--- src/rtl/ntps_mdio_master_if.sv ---
// AXI4-Lite register-bus bundle for ntps_mdio_master.
// The master modport is the bus initiator; the slave modport is the MDIO register block.
interface ntps_mdio_master_if;
    logic [4:0]  s_axi_awaddr;
    logic        s_axi_awvalid;
    logic        s_axi_awready;
    logic [31:0] s_axi_wdata;
    logic [3:0]  s_axi_wstrb;
    logic        s_axi_wvalid;
    logic        s_axi_wready;
    logic [1:0]  s_axi_bresp;
    logic        s_axi_bvalid;
    logic        s_axi_bready;
    logic [4:0]  s_axi_araddr;
    logic        s_axi_arvalid;
    logic        s_axi_arready;
    logic [31:0] s_axi_rdata;
    logic [1:0]  s_axi_rresp;
    logic        s_axi_rvalid;
    logic        s_axi_rready;

    modport master (
        output s_axi_awaddr, s_axi_awvalid, s_axi_wdata, s_axi_wstrb, s_axi_wvalid,
               s_axi_bready, s_axi_araddr, s_axi_arvalid, s_axi_rready,
        input  s_axi_awready, s_axi_wready, s_axi_bresp, s_axi_bvalid,
               s_axi_arready, s_axi_rdata, s_axi_rresp, s_axi_rvalid
    );

    modport slave (
        input  s_axi_awaddr, s_axi_awvalid, s_axi_wdata, s_axi_wstrb, s_axi_wvalid,
               s_axi_bready, s_axi_araddr, s_axi_arvalid, s_axi_rready,
        output s_axi_awready, s_axi_wready, s_axi_bresp, s_axi_bvalid,
               s_axi_arready, s_axi_rdata, s_axi_rresp, s_axi_rvalid
    );
endinterface

--- src/rtl/ntps_mdio_master.sv ---
// AXI4-Lite controlled Clause-22 MDIO master serving NUM_PORTS PHY ports from one shared MDC.
// Optional: define NTPS_MDIO_PREAMBLE_SUPPRESS_EN to let CTRL[2] skip the 32-bit preamble.
module ntps_mdio_master #(
    parameter int          NUM_PORTS = 4,
    parameter int          CLK_DIV   = 50,
    parameter logic [31:0] VERSION   = 32'h0001_0000
) (
    input  logic                 axi_aclk,
    input  logic                 axi_aresetn,
    ntps_mdio_master_if.slave    s_axi,
    output logic                 mdc,
    output logic [NUM_PORTS-1:0] mdio_o,
    output logic [NUM_PORTS-1:0] mdio_t,
    input  logic [NUM_PORTS-1:0] mdio_i
);

    localparam int               DIV_W    = $clog2(CLK_DIV);
    localparam logic [DIV_W-1:0] DIV_LAST = DIV_W'(CLK_DIV - 1);

`ifdef NTPS_MDIO_PREAMBLE_SUPPRESS_EN
    localparam bit          PRE_SUPPRESS = 1'b1;
    localparam logic [31:0] CTRL_MASK    = 32'h1F1F_0F06;
`else
    localparam bit          PRE_SUPPRESS = 1'b0;
    localparam logic [31:0] CTRL_MASK    = 32'h1F1F_0F02;
`endif

    localparam logic [2:0] ADDR_CTRL    = 3'd0;
    localparam logic [2:0] ADDR_WDATA   = 3'd1;
    localparam logic [2:0] ADDR_RDATA   = 3'd2;
    localparam logic [2:0] ADDR_STATUS  = 3'd3;
    localparam logic [2:0] ADDR_VERSION = 3'd4;

    typedef enum logic [2:0] {IDLE, PRE, HDR, TA, DATA, FIN} state_t;

    state_t             state;
    logic [DIV_W-1:0]   div_cnt;
    logic [5:0]         bit_cnt;
    logic [62:0]        frame_sr;
    logic [15:0]        rd_sr;
    logic [3:0]         port_q;
    logic               op_q;
    logic               busy;
    logic               done;
    logic               err;
    logic [31:0]        ctrl_q;
    logic [15:0]        wdata_q;
    logic [15:0]        rdata_q;

    logic               wr_fire;
    logic               rd_fire;
    logic [2:0]         wr_addr;
    logic [31:0]        wr_data;
    logic               start_req;
    logic               start_bad;
    logic               skip_pre;
    logic [63:0]        new_frame;
    logic [63:0]        start_frame;
    logic [NUM_PORTS-1:0] new_oh;
    logic [NUM_PORTS-1:0] sel_oh;
    logic               sel_in;
    logic [31:0]        rd_mux;
    logic               unused_bits;

    function automatic logic [NUM_PORTS-1:0] port_onehot(input logic [3:0] port);
        logic [NUM_PORTS-1:0] oh;
        oh = '0;
        for (int p = 0; p < NUM_PORTS; p++) begin
            if (port == 4'(p)) oh[p] = 1'b1;
        end
        return oh;
    endfunction

    assign wr_fire   = s_axi.s_axi_awready & s_axi.s_axi_awvalid & s_axi.s_axi_wvalid;
    assign rd_fire   = s_axi.s_axi_arready & s_axi.s_axi_arvalid;
    assign wr_addr   = s_axi.s_axi_awaddr[4:2];
    assign wr_data   = s_axi.s_axi_wdata;
    assign start_req = wr_fire && (wr_addr == ADDR_CTRL) && wr_data[0];
    assign start_bad = busy || ({28'd0, wr_data[11:8]} >= 32'(NUM_PORTS));
    assign skip_pre  = PRE_SUPPRESS && wr_data[2];
    assign new_oh    = port_onehot(wr_data[11:8]);
    assign sel_oh    = port_onehot(port_q);
    assign sel_in    = |(mdio_i & sel_oh);

    // Read frames carry ones through TA and DATA so the released line idles high.
    assign new_frame = {32'hFFFF_FFFF, 2'b01, (wr_data[1] ? 2'b10 : 2'b01),
                        wr_data[20:16], wr_data[28:24],
                        (wr_data[1] ? 18'h3_FFFF : {2'b10, wdata_q})};
    assign start_frame = skip_pre ? {new_frame[31:0], 32'hFFFF_FFFF} : new_frame;

    assign s_axi.s_axi_bresp = 2'b00;
    assign s_axi.s_axi_rresp = 2'b00;
    assign unused_bits = ^{s_axi.s_axi_wstrb, s_axi.s_axi_awaddr[1:0], s_axi.s_axi_araddr[1:0]};

    // NOTE: every variable gets a default before the case so no latch is inferred.
    always_comb begin
        rd_mux = '0;
        case (s_axi.s_axi_araddr[4:2])
            ADDR_CTRL:    rd_mux = ctrl_q;
            ADDR_WDATA:   rd_mux = {16'd0, wdata_q};
            ADDR_RDATA:   rd_mux = {16'd0, rdata_q};
            ADDR_STATUS:  rd_mux = {29'd0, err, done, busy};
            ADDR_VERSION: rd_mux = VERSION;
            default:      rd_mux = '0;
        endcase
    end

    always_ff @(posedge axi_aclk or negedge axi_aresetn) begin
        if (!axi_aresetn) begin
            s_axi.s_axi_awready <= 1'b0;
            s_axi.s_axi_wready  <= 1'b0;
            s_axi.s_axi_bvalid  <= 1'b0;
            s_axi.s_axi_arready <= 1'b0;
            s_axi.s_axi_rvalid  <= 1'b0;
            s_axi.s_axi_rdata   <= '0;
        end else begin
            s_axi.s_axi_awready <= s_axi.s_axi_awvalid && s_axi.s_axi_wvalid &&
                                   !s_axi.s_axi_bvalid && !s_axi.s_axi_awready;
            s_axi.s_axi_wready  <= s_axi.s_axi_awvalid && s_axi.s_axi_wvalid &&
                                   !s_axi.s_axi_bvalid && !s_axi.s_axi_awready;
            if (wr_fire)                 s_axi.s_axi_bvalid <= 1'b1;
            else if (s_axi.s_axi_bready) s_axi.s_axi_bvalid <= 1'b0;

            s_axi.s_axi_arready <= s_axi.s_axi_arvalid && !s_axi.s_axi_rvalid && !s_axi.s_axi_arready;
            if (rd_fire) begin
                s_axi.s_axi_rvalid <= 1'b1;
                s_axi.s_axi_rdata  <= rd_mux;
            end else if (s_axi.s_axi_rready) begin
                s_axi.s_axi_rvalid <= 1'b0;
            end
        end
    end

    // NOTE: register writes come first; the later non-blocking sets of done/err win a same-cycle W1C.
    always_ff @(posedge axi_aclk or negedge axi_aresetn) begin
        if (!axi_aresetn) begin
            state    <= IDLE;
            div_cnt  <= '0;
            bit_cnt  <= '0;
            frame_sr <= '0;
            rd_sr    <= '0;
            port_q   <= '0;
            op_q     <= 1'b0;
            busy     <= 1'b0;
            done     <= 1'b0;
            err      <= 1'b0;
            ctrl_q   <= '0;
            wdata_q  <= '0;
            rdata_q  <= '0;
            mdc      <= 1'b0;
            mdio_o   <= '1;
            mdio_t   <= '1;
        end else begin
            if (wr_fire) begin
                case (wr_addr)
                    ADDR_CTRL:   ctrl_q  <= wr_data & CTRL_MASK;
                    ADDR_WDATA:  wdata_q <= wr_data[15:0];
                    ADDR_STATUS: begin
                        if (wr_data[1]) done <= 1'b0;
                        if (wr_data[2]) err  <= 1'b0;
                    end
                    default: ;
                endcase
            end

            case (state)
                IDLE: ;
                FIN: begin
                    state   <= IDLE;
                    div_cnt <= '0;
                end
                default: begin
                    if (div_cnt != DIV_LAST) begin
                        div_cnt <= div_cnt + 1'b1;
                    end else begin
                        div_cnt <= '0;
                        mdc     <= ~mdc;
                        if (!mdc) begin
                            if (op_q && state == DATA) rd_sr <= {rd_sr[14:0], sel_in};
                        end else if (bit_cnt == 6'd63) begin
                            state  <= FIN;
                            mdio_o <= '1;
                            mdio_t <= '1;
                            busy   <= 1'b0;
                            done   <= 1'b1;
                            if (op_q) rdata_q <= rd_sr;
                        end else begin
                            // Falling MDC edge: advance to the next frame bit.
                            bit_cnt  <= bit_cnt + 1'b1;
                            frame_sr <= {frame_sr[61:0], 1'b1};
                            mdio_o   <= frame_sr[62] ? '1 : ~sel_oh;
                            mdio_t   <= (op_q && bit_cnt >= 6'd45) ? '1 : ~sel_oh;
                            if (bit_cnt == 6'd31)      state <= HDR;
                            else if (bit_cnt == 6'd45) state <= TA;
                            else if (bit_cnt == 6'd47) state <= DATA;
                        end
                    end
                end
            endcase

            // Placed after the FSM case so a start accepted during FIN overrides the return to IDLE.
            if (start_req) begin
                if (start_bad) begin
                    err <= 1'b1;
                end else begin
                    state    <= skip_pre ? HDR : PRE;
                    busy     <= 1'b1;
                    port_q   <= wr_data[11:8];
                    op_q     <= wr_data[1];
                    frame_sr <= start_frame[62:0];
                    bit_cnt  <= skip_pre ? 6'd32 : 6'd0;
                    div_cnt  <= '0;
                    mdc      <= 1'b0;
                    rd_sr    <= '0;
                    mdio_o   <= start_frame[63] ? '1 : ~new_oh;
                    mdio_t   <= ~new_oh;
                end
            end
        end
    end

endmodule

--- src/flat_wrapper.sv ---
// flat-port wrapper written by rule: the top's interface ports become plain ports
module ntps_mdio_master_flat 
#(
    parameter int          NUM_PORTS = 4,
    parameter int          CLK_DIV   = 50,
    parameter logic [31:0] VERSION   = 32'h0001_0000
)
  (axi_aclk, axi_aresetn, mdc, mdio_o, mdio_t, mdio_i, s_axi_s_axi_awaddr, s_axi_s_axi_awvalid, s_axi_s_axi_wdata, s_axi_s_axi_wstrb, s_axi_s_axi_wvalid, s_axi_s_axi_bready, s_axi_s_axi_araddr, s_axi_s_axi_arvalid, s_axi_s_axi_rready, s_axi_s_axi_awready, s_axi_s_axi_wready, s_axi_s_axi_bresp, s_axi_s_axi_bvalid, s_axi_s_axi_arready, s_axi_s_axi_rdata, s_axi_s_axi_rresp, s_axi_s_axi_rvalid);
  ntps_mdio_master_if s_axi_i ();
  input  logic axi_aclk;
  input  logic axi_aresetn;
  output logic mdc;
  output logic [NUM_PORTS-1:0] mdio_o;
  output logic [NUM_PORTS-1:0] mdio_t;
  input  logic [NUM_PORTS-1:0] mdio_i;
  input wire logic [$bits(s_axi_i.s_axi_awaddr)-1:0] s_axi_s_axi_awaddr;
  input wire logic [$bits(s_axi_i.s_axi_awvalid)-1:0] s_axi_s_axi_awvalid;
  input wire logic [$bits(s_axi_i.s_axi_wdata)-1:0] s_axi_s_axi_wdata;
  input wire logic [$bits(s_axi_i.s_axi_wstrb)-1:0] s_axi_s_axi_wstrb;
  input wire logic [$bits(s_axi_i.s_axi_wvalid)-1:0] s_axi_s_axi_wvalid;
  input wire logic [$bits(s_axi_i.s_axi_bready)-1:0] s_axi_s_axi_bready;
  input wire logic [$bits(s_axi_i.s_axi_araddr)-1:0] s_axi_s_axi_araddr;
  input wire logic [$bits(s_axi_i.s_axi_arvalid)-1:0] s_axi_s_axi_arvalid;
  input wire logic [$bits(s_axi_i.s_axi_rready)-1:0] s_axi_s_axi_rready;
  output wire logic [$bits(s_axi_i.s_axi_awready)-1:0] s_axi_s_axi_awready;
  output wire logic [$bits(s_axi_i.s_axi_wready)-1:0] s_axi_s_axi_wready;
  output wire logic [$bits(s_axi_i.s_axi_bresp)-1:0] s_axi_s_axi_bresp;
  output wire logic [$bits(s_axi_i.s_axi_bvalid)-1:0] s_axi_s_axi_bvalid;
  output wire logic [$bits(s_axi_i.s_axi_arready)-1:0] s_axi_s_axi_arready;
  output wire logic [$bits(s_axi_i.s_axi_rdata)-1:0] s_axi_s_axi_rdata;
  output wire logic [$bits(s_axi_i.s_axi_rresp)-1:0] s_axi_s_axi_rresp;
  output wire logic [$bits(s_axi_i.s_axi_rvalid)-1:0] s_axi_s_axi_rvalid;
  assign s_axi_i.s_axi_awaddr = s_axi_s_axi_awaddr;
  assign s_axi_i.s_axi_awvalid = s_axi_s_axi_awvalid;
  assign s_axi_i.s_axi_wdata = s_axi_s_axi_wdata;
  assign s_axi_i.s_axi_wstrb = s_axi_s_axi_wstrb;
  assign s_axi_i.s_axi_wvalid = s_axi_s_axi_wvalid;
  assign s_axi_i.s_axi_bready = s_axi_s_axi_bready;
  assign s_axi_i.s_axi_araddr = s_axi_s_axi_araddr;
  assign s_axi_i.s_axi_arvalid = s_axi_s_axi_arvalid;
  assign s_axi_i.s_axi_rready = s_axi_s_axi_rready;
  assign s_axi_s_axi_awready = s_axi_i.s_axi_awready;
  assign s_axi_s_axi_wready = s_axi_i.s_axi_wready;
  assign s_axi_s_axi_bresp = s_axi_i.s_axi_bresp;
  assign s_axi_s_axi_bvalid = s_axi_i.s_axi_bvalid;
  assign s_axi_s_axi_arready = s_axi_i.s_axi_arready;
  assign s_axi_s_axi_rdata = s_axi_i.s_axi_rdata;
  assign s_axi_s_axi_rresp = s_axi_i.s_axi_rresp;
  assign s_axi_s_axi_rvalid = s_axi_i.s_axi_rvalid;
  ntps_mdio_master #(.NUM_PORTS(NUM_PORTS), .CLK_DIV(CLK_DIV), .VERSION(VERSION)) u_core (.axi_aclk(axi_aclk), .axi_aresetn(axi_aresetn), .s_axi(s_axi_i), .mdc(mdc), .mdio_o(mdio_o), .mdio_t(mdio_t), .mdio_i(mdio_i));
endmodule
--- config.mk ---
export PLATFORM = sky130hd
export DESIGN_NAME = ntps_mdio_master_flat
export DESIGN_NICKNAME = d
export VERILOG_FILES = /design/src/rtl/ntps_mdio_master_if.sv /design/src/rtl/ntps_mdio_master.sv /design/src/flat_wrapper.sv
export SDC_FILE = /design/constraint.sdc
export NUM_CORES = 1
export LEC_CHECK = 0
export ABC_AREA = 1
export CORE_MARGIN = 2
export CORE_UTILIZATION = 35
export DETAILED_ROUTE_END_ITERATION = 8
export PLACE_DENSITY_LB_ADDON = 0.1
export SETUP_SLACK_MARGIN = 0.1
export SYNTH_ARGS = -nofsm -noshare
export SYNTH_HDL_FRONTEND = slang
export SYNTH_SLANG_ARGS = --single-unit
--- constraint.sdc ---
create_clock -name axi_aclk -period 1.91 [get_ports axi_aclk]
set_clock_uncertainty 0.2 [all_clocks]
set_input_delay 0.4775 -clock axi_aclk [delete_from_list [all_inputs] [get_ports axi_aclk]]
set_output_delay 0.4775 -clock axi_aclk [all_outputs]
set_load 0.02 [all_outputs]
Word level (Yosys, flattened, before mapping)
Index checks and enable logic that the tools add are counted.
{ "totals": {"reg_bits": 194, "in_bits": 57} }
{ "classes": {"reduce_logical": 27, "n_bitwise": 10, "magnitude_cmp": 2, "n_mux": 82, "addsub": 2, "eq_ne": 19} }
{ "ops": {"columns": ["cell", "n"], "rows": [
  ["$mux 63", 6],
  ["$pmux 29 s5", 1],
  ["$mux 16", 6],
  ["$mux 4", 14],
  ["$mux 6", 9],
  ["$mux 1", 34],
  ["$mux 3", 8],
  ["$eq 6x6->1 const B", 3],
  ["$mux 17", 1],
  ["$eq 4x2->1 const B", 4],
  ["$add 6x1->6 const B", 2],
  ["$pmux 6 s2", 1],
  ["$eq 3x2->1 const B", 3],
  ["$eq 3x3->1 const B", 3],
  ["$logic_and 1x1->1", 9],
  ["$logic_not 3->1", 3],
  ["$eq 4x1->1 const B", 2],
  ["$logic_not 4->1", 2],
  ["$not 4->4", 2],
  ["$eq 3x1->1 const B", 2],
  ["$eq 6x5->1 const B", 1],
  ["$ge 6x6->1 const B", 1],
  ["$ne 6x6->1 const B", 1],
  ["$pmux 3 s2", 1],
  ["12 further kinds", 23]
]} }

Longest topological paths before layout
Gate-level depths: netlist of the first run.
{ "logic_depth": {"ltp_word": 10, "mapped_depth": 13, "depth_no_buf": 12} }

Least setup slack after synthesis of the first run
OpenSTA, ideal clock, no wires.
{ "synth_path": {"path_type": "reg-to-reg", "startpoint": "reg u_core.bit_cnt[0]", "endpoint": "reg u_core.frame_sr[17]", "path_buffers": 2, "stages_incl_launch_ff": 10, "t_required_ps": 1586, "setup_slack_ps": 14, "t_arrival_ps": 1573, "cell_sequence": "dfrtp_1 > ha_1 > nand3_2 > nor2_4 > nor2_2 > nand2_2 > buf_6 > buf_4 > a21oi_1 > o21ai_1"} }
{ "synth_between": {"elab_chain_cells": 7} }
{ "synth_lines": {"columns": ["item", "line", "rtl"], "rows": [
  ["start: declaration", "ntps_mdio_master.sv:38", "logic [5:0] bit_cnt;"],
  ["start signal: assignment", "ntps_mdio_master.sv:189", "bit_cnt <= bit_cnt + 1'b1;"],
  ["start signal: assignment", "ntps_mdio_master.sv:211", "bit_cnt <= skip_pre ? 6'd32 : 6'd0;"],
  ["$eq 6x6->1 (*)", "ntps_mdio_master.sv:180", "end else if (bit_cnt == 6'd63) begin"],
  ["$mux 63 (*)", "ntps_mdio_master.sv:180", null],
  ["$mux 63 (*)", "ntps_mdio_master.sv:178", "if (!mdc) begin"],
  ["$mux 63 (*)", "ntps_mdio_master.sv:173", "if (div_cnt != DIV_LAST) begin"],
  ["$mux 63 (*)", "ntps_mdio_master.sv:166", "case (state)"],
  ["$mux 63", "ntps_mdio_master.sv:203", "if (start_bad) begin"],
  ["$mux 63 (*)", "ntps_mdio_master.sv:202", "if (start_req) begin"],
  ["end signal: assignment", "ntps_mdio_master.sv:190", "frame_sr <= {frame_sr[61:0], 1'b1};"],
  ["end signal: assignment", "ntps_mdio_master.sv:210", "frame_sr <= start_frame[62:0];"],
  ["end: declaration", "ntps_mdio_master.sv:39", "logic [62:0] frame_sr;"]
]} }
Mark *: on every way between the ends. The rest lies on a longest branch, timed or not.
A chain may end at the register's enable or synchronous reset.

Final worst setup path of the first run
{ "layout_path": {"startpoint": "reg u_core.div_cnt[1]", "endpoint": "reg u_core.frame_sr[17]"} }
{ "layout_between": {"elab_chain_cells": 5} }
{ "layout_lines": {"columns": ["item", "line", "rtl"], "rows": [
  ["start: declaration", "ntps_mdio_master.sv:37", "logic [DIV_W-1:0] div_cnt;"],
  ["start signal: assignment", "ntps_mdio_master.sv:174", "div_cnt <= div_cnt + 1'b1;"],
  ["$ne 6x6->1 (*)", "ntps_mdio_master.sv:173", null],
  ["$mux 63 (*)", "ntps_mdio_master.sv:173", null],
  ["$mux 63 (*)", "ntps_mdio_master.sv:166", null],
  ["$mux 63", "ntps_mdio_master.sv:203", null],
  ["$mux 63 (*)", "ntps_mdio_master.sv:202", null]
]} }
Marks and branches as above.

==> impl_results.md, run 1 <==
* Top cells by area, synth: dfrtp_1 53%, nand2_1 14%, o21ai_0 6.1%
* Initial core utilization at 35.4%
* Setup TNS at -0.0819 ns
* Pwr Total at 8.61 mW
* Critical Path Start Type: flop
* Post-DP HPWL at 15000 µm
* Type of the most critical hold path: input port to flop
* Htree depth at 4
* Die area at 0.0257 mm²
* Clock network fraction of total power at 41.0%
* Part of the cycle the worst path needs at 101%
* Crit. End Element: flop
* Iter 0 DRT Violations at 401
* First-pass GRT wire length at 38400 µm
* Final net count at 1290
* CTS Buf Count at 17
* Avg Cell Area, Syn at 8.14 µm²
* CORE AREA at 0.0242 mm²
* Unrepaired setup endpoints after global routing: true
* Warnings, synthesis at 0
* Clock root buffer: clkbuf_16
* Via Count at 7367
* CTS tree: done
* DIE WIDTH at 160 µm
* Worst Hold Path EP: u_core.s_axi.s_axi_awready
* DR DRC count at 0
* Hold Crit Depth at 3
* Largest net degree at the start of global routing at 47
* Asr flop ratio synth at 100%
* Routability cong. at 0.790
* Sequential share of power at 50.1%
* Crit path DAT at 2.04 ns
* Commonest register cell after synthesis: dfrtp_1
* Clk Latency, worst-skew pair at 0.44 ns
* Reg-to-Reg End: u_core.frame_sr[17]
* Highest Clock Rate at 519 MHz
* Synth Instances at 1052
* Tmin final at 1.93 ns
* # rows at 57
* Inserted Diodes at 0
* Final Max Tran Viols at 0
* Post-synth cell types at 40
* Routed WL per cell at 15.3 µm
* Clk buf depth at 2
* Clk sinks at 188
* EDFF count, synth at 0
* Pre-antenna DRT Iters at 5
* Net Sw Power at 2.38 mW
* Max-cap violations at 0
* Synth-to-Final Area Change at 44.0%
* HP Start: s_axi_s_axi_awvalid
* Final worst setup slack at -0.0151 ns
* Comb pwr share at 8.9%
* Sequential element share of the synthesized area at 55.1%
* Final ANT Viol Nets at 0
* Area leader, netlist: dfrtp_1
* Final WL at 24000 µm
* Register bit count reported by yosys at 188
* Fillers at 2292
* PD cells at 698 mW/mm²
* Port bufs at 82
* R2R depth at 11
* Yosys top cell area share at 52.6%
* CTS clock-pin slew for the worst setup and hold paths at 0.08 ns
* Failing checks: setup timing
* Pleak at 5.89 nW
* Max Fanout on Critical Path at 7
* Internal Pwr Total at 6.22 mW
* Final core utilization at 51.0%
* # IOs at 107
* Initial antenna violation count at 0
* Grt ovf at 0
* Switch share at 27.7%
* Mapped Area at 0.00856 mm²
* Number of global-route vias before repair at 7197
* Status: complete, but fails checks
* Layout cells sized above 1 at 30.0%
* Register-to-register setup slack at -0.02 ns
* Critical R2R Launch: u_core.div_cnt[1]
* Final setup viols at 12
* Layout Cells excl Fill at 1565
* Vias per inst at 4.71
* Inst Count DP at 1485
* Critical Path RT at 2.02 ns
* Worst VDD drop at 0.565 mV
* Die H at 160 µm
* WS Path Type: flop to flop
* Final hold vios at 0
* Tot GR Track Use at 18.7%
stage by stage:
| stage | area (µm²) | hold slack [ns] | setup WS, ns |
|---|---|---|---|
| detailed placement | 10300 | 0.239 | -0.463 |
| CTS | 11600 | 0.212 | -0.0207 |
| floorplan | 8600 | -0.0181 | 0.102 |
| global placement | 10300 | 0.239 | -0.468 |
| global route | 12300 | 0.233 | -0.110 |
| finish | 12300 | 0.229 | -0.0151 |
routing by layer:
| layer | vias up | track usage [%] | share of wire (%) |
|---|---|---|---|
| met5 | - | 0 | 0 |
| met4 | 0 | 3.77 | 0.80 |
| met3 | 11 | 3.18 | 2.6 |
| met2 | 99 | 29.7 | 47 |
| met1 | 3605 | 27.3 | 49 |
| li1 | 3652 | - | - |
Yosys cell counts, drive strengths merged, types with 4 or more instances:
cell / count
buf: 38
clkbuf: 18
inv: 124
o21ai: 114
ha: 5
nor2: 100
a21oi: 40
dfrtp: 180
dfstp: 8
nor3: 11
nand4: 4
nand3: 76
nand2: 316
layout by cell type, fill, tap and decap left out, types with 8 or more instances in the layout:
cell | netlist | final
a21oi_2 | 0 | 12
o21ai_2 | 0 | 19
buf_4 | 15 | 64
nand2_4 | 0 | 25
nor2_1 | 94 | 76
nand2_2 | 3 | 31
dfrtp_1 | 180 | 180
inv_1 | 122 | 116
nand2_1 | 313 | 257
a21oi_1 | 40 | 27
buf_12 | 0 | 22
o21ai_0 | 104 | 84
clkdlybuf4s50_1 | 0 | 34
nor2_4 | 2 | 13
nor2_2 | 4 | 11
buf_6 | 5 | 28
o21ai_1 | 10 | 9
buf_2 | 15 | 10
nand3_2 | 4 | 29
nand3_1 | 72 | 44
clkbuf_2 | 0 | 15
clkbuf_16 | 0 | 22
conb_1 | 1 | 10
dfstp_2 | 8 | 8
sequential cells by signal, indices dropped and copies added, names as in the netlist, 4 cells and up:
register / count
u_core.s_axi.s_axi_rdata: 26
u_core.wdata_q: 16
u_core.port_q: 4
u_core.rd_sr: 16
u_core.div_cnt: 6
u_core.bit_cnt: 6
u_core.rdata_q: 16
u_core.mdio_o: 4
u_core.ctrl_q: 15
u_core.frame_sr: 63
u_core.mdio_t: 4
power by group through the flow:
| stage | sequential (mW) | clock, mW | combinational [mW] |
|---|---|---|---|
| 2_1_floorplan | 4.46 | 0 | 0.251 |
| 3_3_place_gp | 4.39 | 0 | 0.846 |
| 3_5_place_dp | 4.39 | 0 | 0.847 |
| 4_1_cts | 4.32 | 3.60 | 0.815 |
| 5_1_grt | 4.34 | 3.76 | 0.857 |
| 6_report | 4.32 | 3.53 | 0.764 |
how the worst max path moves through the flow:
stage                               start                   to  slack (ns)  cells after the start
finish                  u_core.div_cnt[1]  u_core.frame_sr[17]       -0.02                     11
global route            u_core.div_cnt[1]     u_core.mdio_t[2]       -0.11                     12
CTS                     u_core.div_cnt[1]  u_core.frame_sr[54]       -0.02                     12
detailed placement  s_axi_s_axi_wdata[10]   u_core.frame_sr[1]       -0.46                     10
global placement    s_axi_s_axi_wdata[10]   u_core.frame_sr[1]       -0.47                     10
floorplan                      u_core.mdc     u_core.rd_sr[10]        0.10                      8
repair_timing:
| action | 4_1_cts | 5_1_grt |
|---|---|---|
| setup buffers | 16 | 16 |
| gates cloned | 9 | 7 |
| setup endpoints to repair | 163 | 146 |
| pin swaps | 23 | 44 |
| hold buffers | 1 | 0 |
| endpoints found under the hold margin | 32 | 0 |
| gates resized for setup | 236 | 179 |
area by class of cell:
cell class | count | area (µm²) | share of cell area, %
clock buffers | 17 | 425 | 3.45
inverters | 126 | 493 | 4.00
repair buffers | 204 | 2280 | 18.5
well taps | 324 | 405 | 3.29
flip-flops and latches | 188 | 4710 | 38.2
clock inverters | 15 | 151 | 1.23
multi-input cells | 691 | 3870 | 31.4
cells by family (layout without fill, tap and decap cells):
kind of cell / count (synthesis) / after routing / share of synthesized area, %
AOI/OAI and AO/OA: 163 / 163 / 9.78
xor gates and xnor gates: 1 / 1 / 0.102
adders and majority gates: 5 / 5 / 0.731
buffers and inverters: 182 / 362 / 9.29
DFF: 188 / 188 / 55.1
muxes: 1 / 1 / 0.131
other: 1 / 10 / 0.0438
and+or+nand+nor: 511 / 511 / 24.9
critical path: stages (launching register included):
cell	delay (ns)
dfrtp_1	0.40
inv_2	0.07
ha_4	0.13
nand2_4	0.05
inv_4	0.05
nand3_4	0.08
nor2_4	0.19
nand2_4	0.16
buf_12	0.18
buf_16	0.13
a21oi_2	0.10
o21ai_1	0.07
Power figures use the tool's default switching activity.
==> run 2: changes to the inputs <==
- GPL_ROUTABILITY_DRIVEN: default -> 1
==> results of run 2 <==
Final layout, timing and power as in run 1 (identical DEF).
==> run 3: changes to the inputs <==
--- a/constraint.sdc
+++ b/constraint.sdc
@@ -4,2 +4,2 @@
 set_output_delay 0.4775 -clock axi_aclk [all_outputs]
-set_load 0.02 [all_outputs]
+set_load 0.05 [all_outputs]
==> run 3 against run 2 <==
Against the previous run:
- the flow still finishes with violations (setup timing)
- non-clock buffer count down 15
- global-route usage up 0.081 points
- utilization up 1.8 points
- power up 7.6%
- clock-buffer cell count up 1
- hold slack worse by 0.031 ns
- sequential share of layout area down 1.3 points
- critical endpoint is now u_core.frame_sr[43]
- largest power group unchanged
==> impl_results.md, run 3 (synthesis gave the netlist of run 1 again) <==
* Unrepaired setup endpoints after global routing: true (unchanged)
* Routability cong. at 0.775 (was 0.790)
* CORE AREA at 0.0242 mm² (unchanged)
* Crit path to: u_core.frame_sr[43] (was u_core.frame_sr[17])
* Die H at 160 µm (unchanged)
* Tot GR Track Use at 18.8% (was 18.7%)
* Clk Latency, worst-skew pair at 0.44 ns (about the same)
* CTS Buf Count at 17 (unchanged)
* Final hold vios at 0 (unchanged)
* Layout cells sized above 1 at 29.8% (was 30.0%)
* Crit. Startpoint: u_core.div_cnt[0] (was u_core.div_cnt[1])
* Pleak at 5.98 nW (was 5.89 nW)
* Layout Cells excl Fill at 1549 (was 1565)
* First-pass GRT wire length at 38600 µm (was 38400 µm)
* Critical Path Start Type: flop (unchanged)
* DIE WIDTH at 160 µm (unchanged)
* Clk buf depth at 2 (unchanged)
* Final ANT Viol Nets at 0 (unchanged)
* GR Util met2 at 29.9% (was 29.7%)
* Design area at 0.0128 mm² (was 0.0123 mm²)
* Busiest grt layer: met2 (unchanged)
* Largest net degree at the start of global routing at 40 (was 47)
* Max FFs per register at 63 (unchanged)
* Inst Count DP at 1482 (was 1485)
* Register-to-register setup slack at -0.01 ns (was -0.02 ns)
* Switch share at 28.3% (was 27.7%)
* Cell Chain, Critical Path: ha_4 > nand2_4 > inv_4 > nand3_4 > nor2_4 > buf_6 > nand2_8 > clkinv_8 > buf_12 > buf_12 > nand2_4 > nand3_2 (was inv_2 > ha_4 > nand2_4 > inv_4 > nand3_4 > nor2_4 > nand2_4 > buf_12 > buf_16 > a21oi_2 > o21ai_1)
* Most common cell after layout, fill and taps aside: nand2_1 (unchanged)
* Inserted Diodes at 0 (unchanged)
* Tmin final at 1.92 ns (was 1.93 ns)
* Max Fanout on Critical Path at 7 (unchanged)
* Crit path DAT at 2.03 ns (was 2.04 ns)
* Type of the most critical hold path: input port to flop (unchanged)
* Area post-placement at 0.0106 mm² (was 0.0103 mm²)
* Post-DP HPWL at 15100 µm (was 15000 µm)
* Final setup viols at 3 (was 12)
* Sequential share of power at 47.1% (was 50.1%)
* # IOs at 107 (unchanged)
* Pre-antenna DRT Iters at 4 (was 5)
* CTS tree: done (unchanged)
* WS Path Type: flop to flop (unchanged)
* Slowest cell delay on critical path at 0.41 ns (was 0.40 ns)
* DR DRC count at 0 (unchanged)
* Part of the cycle the worst path needs at 101% (about the same)
* Initial antenna violation count at 0 (unchanged)
* Reg-to-Reg End: u_core.frame_sr[43] (was u_core.frame_sr[17])
* # rows at 57 (unchanged)
* Initial core utilization at 35.4% (unchanged)
* Worst Path Buf+Inv at 5 (was 4)
* Die area at 0.0257 mm² (unchanged)
* Final Max Tran Viols at 0 (unchanged)
* Number of global-route vias before repair at 7212 (was 7197)
* Critical Path RT at 2.02 ns (about the same)
* Clock network fraction of total power at 39.2% (was 41.0%)
* Hold WS at 0.198 ns (was 0.229 ns)
* Met3 Use GR at 2.92% (was 3.18%)
* Via Count at 7209 (was 7367)
* Internal Pwr Total at 6.64 mW (was 6.22 mW)
* CP max-delay cell: dfrtp_1 (unchanged)
* Highest Clock Rate at 521 MHz (was 519 MHz)
* Port bufs at 82 (unchanged)
* Met1 usage at 27.4% (was 27.3%)
* Htree depth at 4 (unchanged)
* Setup TNS at -0.0267 ns (was -0.0819 ns)
* PD cells at 725 mW/mm² (was 698 mW/mm²)
* Top Registers: u_core.frame_sr x63, u_core.s_axi.s_axi_rdata x26 (unchanged)
* Worst path top cell family by delay: buffers and inverters (was simple AND/OR/NAND/NOR gates)
* Clk sinks at 188 (unchanged)
* Stages on worst setup path at 12 (was 11)
* Leading cell types in the layout, fill and taps excluded: 251 x nand2_1, 178 x dfrtp_1, 114 x inv_1 (was 257 x nand2_1, 180 x dfrtp_1, 116 x inv_1)
* Comb pwr share at 13.7% (was 8.9%)
* Synth-to-Final Area Change at 49.2% (was 44.0%)
* Grt ovf at 0 (unchanged)
* Worst VDD drop at 0.537 mV (was 0.565 mV)
* Final WL at 24000 µm (about the same)
* Net Sw Power at 2.62 mW (was 2.38 mW)
* Final worst setup slack at -0.0107 ns (was -0.0151 ns)
* Final core utilization at 52.9% (was 51.0%)
* CTS clock-pin slew for the worst setup and hold paths at 0.08 ns (about the same)
* Routed WL per cell at 15.5 µm (was 15.3 µm)
* Crit. End Element: flop (unchanged)
* Critical R2R Launch: u_core.div_cnt[0] (was u_core.div_cnt[1])
* Failing checks: setup timing (unchanged)
* Vias per inst at 4.65 (was 4.71)
* Status: complete, but fails checks (unchanged)
* Largest register by flop count: u_core.frame_sr (unchanged)
* Max-cap violations at 0 (unchanged)
* Iter 0 DRT Violations at 454 (was 401)
* Clock root buffer: clkbuf_16 (unchanged)
* R2R depth at 12 (was 11)
* Final net count at 1275 (was 1290)
[run 3: cell types whose count changed in the layout (fill, tap and decap cells not counted), moves of 11 or more]
cell | previous run | this run
o21ai_0 | 84 | 70
buf_12 | 22 | 59
buf_4 | 64 | 53
buf_6 | 28 | 17
clkbuf_2 | 15 | 0
nand2_4 | 25 | 39
nor2_1 | 76 | 89
[run 3: worst reg2reg max path: cells and delay by family (launching register included)]
| kind | cells | cell delay, ns |
|---|---|---|
| buffers and inverters | 5 | 0.59 |
| AND/OR/NAND/NOR | 6 | 0.40 |
| flip-flops | 1 | 0.41 |
| adder cells (fa/ha/maj) | 1 | 0.18 |
[run 3: layer usage]
metal,part of all wire (%),vias up
met3,2.9,13
met1,48,3488
li1,-,3616
met4,0.60,0
met2,49,92
met5,0,-
[run 3: power groups by stage]
stage | logic, mW | registers [mW] | clock network, mW
final | 1.27 | 4.36 | 3.63
after global placement | 1.27 | 4.44 | 0
after detailed placement | 1.28 | 4.44 | 0
after global routing | 1.37 | 4.39 | 3.89
after CTS | 1.28 | 4.37 | 3.72
after floorplan | 0.281 | 4.66 | 0
[run 3: worst min path at each step]
stage	from	endpoint	slack (ns)	depth (start not counted)
after detailed placement	axi_aresetn	u_core.frame_sr[42]	0.21	1
after CTS	s_axi_s_axi_awvalid	u_core.s_axi.s_axi_awready	0.20	3
final	s_axi_s_axi_wdata[11]	u_core.wdata_q[11]	0.20	4
after global routing	s_axi_s_axi_wdata[11]	u_core.wdata_q[11]	0.24	4
after floorplan	axi_aresetn	u_core.bit_cnt[0]	-0.02	0
after global placement	axi_aresetn	u_core.frame_sr[37]	0.21	1
[run 3: layout make-up]
class,instances,area (µm²)
Fill cell,2226,11400
Multi-Input combinational cell,691,3960
Tap cell,324,405
Sequential cell,188,4720
Inverter,126,498
Clock buffer,18,439
Timing Repair Buffer,189,2610
Clock inverter,13,151
[run 3: metrics by stage]
stage / worst slack, ns / power, mW
global placement: -0.463 / 5.71
finish: -0.0107 / 9.26
global route: -0.101 / 9.65
CTS: 0.00198 / 9.36
floorplan: 0.107 / 4.94
detailed placement: -0.458 / 5.71
[run 3: timing repair]
| action | CTS | global route |
|---|---|---|
| setup endpoints to repair | 125 | 130 |
| gates cloned | 8 | 7 |
| hold endpoints to repair | 23 | 0 |
| pin swaps | 22 | 36 |
| buffers inserted | 16 | 7 |
| resized for setup | 109 | 195 |
| hold buffers | 1 | 0 |
